File: src/rtl/jtdd_snd_mix.sv
// Multi-channel sound mixer: snapshots CH signed channels on cen, accumulates
// gain-weighted samples with one multiplier per clock, then shifts and saturates.
module jtdd_snd_mix #(
  parameter int CH    = 4,
  parameter int WIN   = 16,
  parameter int WOUT  = 16,
  parameter int GAINW = 8
) (
  input  logic                    clk,
  input  logic                    rst_n,
  input  logic                    cen,
  input  logic [CH*WIN-1:0]       ch_in,
  input  logic [CH*GAINW-1:0]     gain,
  input  logic [CH-1:0]           mute,
  input  logic                    clip_clr,
  output logic signed [WOUT-1:0]  mix_out,
  output logic                    sample,
  output logic                    busy,
  output logic                    clip,
  output logic                    overrun
);

  localparam int IW   = $clog2(CH);
  localparam int PW   = WIN + GAINW + 1;
  localparam int AW   = PW + $clog2(CH);
  localparam int FRAC = 4;

  localparam logic signed [AW-1:0] OUT_MAX = {{(AW-WOUT+1){1'b0}}, {(WOUT-1){1'b1}}};
  localparam logic signed [AW-1:0] OUT_MIN = {{(AW-WOUT+1){1'b1}}, {(WOUT-1){1'b0}}};

  typedef enum logic [1:0] {
    IDLE,
    ACC,
    SAT
  } state_t;

  state_t state, state_next;

  logic        [IW-1:0]    idx;
  logic signed [AW-1:0]    acc;
  logic signed [WIN-1:0]   snap_in   [CH];
  logic        [GAINW-1:0] snap_gain [CH];
  logic        [CH-1:0]    snap_mute;

  logic signed [PW-1:0]    in_ext;
  logic signed [PW-1:0]    gain_ext;
  logic signed [PW-1:0]    prod;
  logic signed [AW-1:0]    term;
  logic signed [AW-1:0]    shifted;
  logic                    sat_hi;
  logic                    sat_lo;
  logic signed [WOUT-1:0]  sat_val;

  // NOTE: every always_comb output gets a default first so no path leaves it
  // unassigned, which would otherwise infer a latch.
  always_comb begin
    state_next = state;
    case (state)
      IDLE:    if (cen) state_next = ACC;
      ACC:     if (idx == IW'(CH - 1)) state_next = SAT;
      SAT:     state_next = IDLE;
      default: state_next = IDLE;
    endcase
  end

  // Gain is unsigned, so it gets a zero sign bit before the signed multiply.
  always_comb begin
    in_ext   = PW'(snap_in[idx]);
    gain_ext = PW'({1'b0, snap_gain[idx]});
    prod     = in_ext * gain_ext;
    term     = snap_mute[idx] ? '0 : AW'(prod);
  end

  always_comb begin
    shifted = acc >>> FRAC;
    sat_hi  = shifted > OUT_MAX;
    sat_lo  = shifted < OUT_MIN;
    if (sat_hi)      sat_val = {1'b0, {(WOUT-1){1'b1}}};
    else if (sat_lo) sat_val = {1'b1, {(WOUT-1){1'b0}}};
    else             sat_val = shifted[WOUT-1:0];
  end

  // NOTE: sequential state uses non-blocking assignments so all registers
  // update together from values sampled at the same edge.
  always_ff @(posedge clk) begin
    if (!rst_n) begin
      state   <= IDLE;
      idx     <= '0;
      acc     <= '0;
      mix_out <= '0;
      sample  <= 1'b0;
      busy    <= 1'b0;
      clip    <= 1'b0;
      overrun <= 1'b0;
    end else begin
      state  <= state_next;
      sample <= 1'b0;
      // Clear first so that a set event on the same edge wins.
      if (clip_clr) begin
        clip    <= 1'b0;
        overrun <= 1'b0;
      end
      if (cen && state != IDLE) overrun <= 1'b1;
      case (state)
        IDLE: begin
          if (cen) begin
            acc  <= '0;
            idx  <= '0;
            busy <= 1'b1;
          end
        end
        ACC: begin
          acc <= acc + term;
          idx <= idx + IW'(1);
        end
        SAT: begin
          mix_out <= sat_val;
          sample  <= 1'b1;
          busy    <= 1'b0;
          if (sat_hi || sat_lo) clip <= 1'b1;
        end
        default: ;
      endcase
    end
  end

  // NOTE: the snapshot registers carry no reset; they are always rewritten
  // before the accumulator reads them.
  always_ff @(posedge clk) begin
    if (state == IDLE && cen) begin
      for (int i = 0; i < CH; i++) begin
        snap_in[i]   <= ch_in[i*WIN +: WIN];
        snap_gain[i] <= gain[i*GAINW +: GAINW];
      end
      snap_mute <= mute;
    end
  end

endmodule
File: config.mk
export PLATFORM = sky130hd
export DESIGN_NAME = jtdd_snd_mix
export DESIGN_NICKNAME = d
export VERILOG_FILES = /design/src/rtl/jtdd_snd_mix.sv
export SDC_FILE = /design/constraint.sdc
export NUM_CORES = 1
export LEC_CHECK = 0
export CAP_MARGIN = 20
export CORE_MARGIN = 3
export CORE_UTILIZATION = 45
export CTS_BUF_LIST = sky130_fd_sc_hd__clkbuf_2 sky130_fd_sc_hd__clkbuf_4 sky130_fd_sc_hd__clkbuf_8
export CTS_CLUSTER_DIAMETER = 80
export DETAILED_ROUTE_END_ITERATION = 8
export PLACE_DENSITY = 0.74
export SKIP_LAST_GASP = 1
export SLEW_MARGIN = 20
export SYNTH_ARGS = -nofsm -noshare
export SYNTH_HDL_FRONTEND = slang
export SYNTH_SLANG_ARGS = --single-unit
export TNS_END_PERCENT = 5
File: constraint.sdc
create_clock -name clk -period 17.8 [get_ports clk]
set_input_delay 1.78 -clock clk [delete_from_list [all_inputs] [get_ports clk]]
set_output_delay 1.78 -clock clk [all_outputs]
set_load 0.1 [all_outputs]
==> impl_metrics.json <==
{
  "status": "finished, final reports clean",
  "rsz0062_at_grt": "no",
  "vias": 8160,
  "irDropWorstVdd_mv": 0.1385,
  "critPathCaptureType": "register",
  "dp_hpwl_um": 18270,
  "firstDrtPassIters": 5,
  "cts_buffers": 17,
  "worstMarginPinSlew_ns": 1.006,
  "avgSynthCellArea_um2": 10.33,
  "cp_slowest_cell": "dfxtp_2",
  "fin_crit_sh_pct": 44.91,
  "design_power_total_mw": 2.808,
  "synthAdderAreaFrac_pct": 25.91,
  "drt-total-wl_um": 23700,
  "powerDensity_nw_per_um2": 206.4,
  "insertion_delay_ns": 0.47,
  "post-cts-setup-buffers": 0,
  "path_common_cell": "fa_1",
  "nets": 1518,
  "n_antenna_cell": 0,
  "p_leak_nw": 5.761,
  "ctsLongestPathBuffers": 2,
  "fillers": 2211,
  "htree_levels": 4,
  "crit_arrival_ns": 8.31,
  "vias_per_cell": 5.171,
  "ant_nets": 0,
  "numPortBuffers": 123,
  "yosys.area.top_type_share_pct": 25.83,
  "drc": 0,
  "yosys-top-cells-area": "edfxtp_1, fa_1, dfxtp_1, ha_1, inv_1",
  "pin_count": 124,
  "synth.net_count": 1409,
  "netlist_instances": 1126,
  "dominantRegCellSynth": "edfxtp_1",
  "grt_pass1_wl_um": 40500,
  "critPathMaxStageDelay_ns": 0.89,
  "grt_max_degree": 84,
  "slew_headroom_pct": 32.66,
  "holdBufCountCts": 0,
  "synth_edf_count": 100,
  "synth_top_family_by_area": "adder cells",
  "synth_cell_type_count": 63,
  "clkSlewWorstSetupHoldPaths_ns": 0.10,
  "dp_slack_ns": 9.762,
  "die_area_um2": 27800,
  "setup_viol": 0,
  "die_h_um": 166.7,
  "hold_violations": 0,
  "slew_violations": 0,
  "critPathLaunchType": "register",
  "period_needed_ns": 7.994,
  "finalNonFillerCells": 1578,
  "crit_type": "reg2reg",
  "synth_simple_gate_area_share_pct": 14.35,
  "finClkSkew_ns": 0.02393,
  "cts_tree": "yes",
  "cts-root-buf": "clkbuf_8",
  "yosysWarnings": 0,
  "synth_async_sr_flop_share_pct": 0,
  "overflow": 0,
  "dp.cells": 1546,
  "antenna_found_initial": 0,
  "max_cap_viol_count": 0,
  "cp.required_ns": 18.11,
  "initial_core_util_pct": 46.04,
  "rows": 58,
  "first_iter_violations": 522,
  "hold-worst-slack_ns": 0.4524,
  "path_max_fanout": 24,
  "worst_slack_ns": 9.806,
  "netlist_area_um2": 11630,
  "post_cts_resize_count": 0,
  "fp.coreArea_um2": 25250,
  "hp-class": "reg2reg",
  "yosysSeqAreaShare_pct": 34.95,
  "die_w_um": 166.7,
  "syn_to_final_growth_pct": 17.01,
  "fin_setup_tns_ns": 0,
  "synth_compound_area_share_pct": 10.96,
  "first_global_vias": 8279,
  "gp_congestion": 0.8286,
  "grt_use_total_pct": 17.49,
  "cts_sinks": 153,
  "synthMuxAreaShare_pct": 5.015,
  "synth_xor_xnor_area_share_pct": 2.109,
  "routedWlPerCell_um": 15.02,
  "drive_gt1_share_pct": 6.330,
  "ys_ff_latch": 153,
  "max_freq_mhz": 125.1,
  "synth_top_area_cell": "edfxtp_1"
}
[registers in the layout (all words and copies together), names as in the netlist, named ones only]
register	flops
idx	2
mix_out	16
state	2
snap_gain	32
snap_in	64
snap_mute	4
acc	27
sample	1
busy	1
overrun	1
clip	1
[power breakdown]
part           internal [mW]  total [mW]  switching (mW)
clock                  0.147       0.303           0.155
sequential             0.412       0.436          0.0235
combinational          0.883        2.07            1.19
[kinds of logic (layout without fill, tap and decap cells)]
family          Yosys count  count (layout)
simple gates            336             336
buf+inv                 207             329
compound gates          196             196
fa+ha+maj               179             179
flops                   153             153
xor+xnor                 28              28
mux                      27              27
[layer usage]
layer | part of all wire [%] | GRT usage (%) | vias to the layer above | routed length (um)
met1 | 49 | 25.33 | 3878 | 11720
li1 | - | - | 4048 | -
met2 | 45 | 27.73 | 219 | 10680
met3 | 4.6 | 3.371 | 15 | 1093
met5 | 0 | 0 | - | 0
met4 | 0.85 | 3.694 | 0 | 202
[metrics by stage]
step	utilization, %	cell area, um2
floorplan	-	11630
finish	53.87	13600
global placement	52.11	13160
CTS	53.84	13600
global route	53.87	13600
detailed placement	52.11	13160
[placed cells by master (no fill, tap or decap), drive strengths merged, types with 5 or more instances in the layout]
cell type,synthesis,final
nand4,6,6
and3,6,6
o21ai,24,24
a21o,16,16
o211ai,17,17
clkdlybuf4s50,0,123
nand2,118,118
and2,65,65
edfxtp,100,100
inv,171,180
clkbuf,30,18
nor2,54,54
fa,103,103
ha,76,76
xor2,13,13
nand2b,5,5
dfxtp,53,53
nand3,23,23
o21a,15,15
xnor2,15,15
mux4,25,25
o31ai,8,8
nor3,23,23
nor2b,12,12
a211oi,12,12
o21bai,6,6
a21oi,76,76
[worst max-delay path, delay by kind of cell (launching register included)]
| kind | cells | cell delay, ns |
|---|---|---|
| adders and majority gates | 6 | 2.69 |
| AOI/OAI and AO/OA | 11 | 2.21 |
| muxes | 2 | 0.97 |
| DFF | 1 | 0.89 |
| and+or+nand+nor | 6 | 0.80 |
| xor gates and xnor gates | 1 | 0.18 |
| buffers and inverters | 2 | 0.09 |
[layout make-up]
type,count,area (um2),area share (%)
Multi-Input combinational cell,766,6789,49.90
Timing Repair Buffer,126,1254,9.215
Inverter,171,644.4,4.737
Clock inverter,14,197.7,1.453
Tap cell,330,412.9,3.035
Sequential cell,153,4065,29.88
Clock buffer,18,241.5,1.775
[synthesized netlist by cell type (all sizes together) (23+ instances only)]
library cell / number
fa: 103
nand2: 118
nor3: 23
o21ai: 24
ha: 76
nand3: 23
inv: 171
mux4: 25
dfxtp: 53
a21oi: 76
edfxtp: 100
clkbuf: 30
nor2: 54
and2: 65
[worst paths after layout]
path,from,to,slack [ns],depth (start not counted)
hold reg to reg,mix_out[12],mix_out[12],0.45,2
setup reg to reg,register,acc[25],9.81,28
setup / recovery,register,acc[25],9.81,28
hold / removal,mix_out[12],mix_out[12],0.45,2
Power figures use the tool's default switching activity.
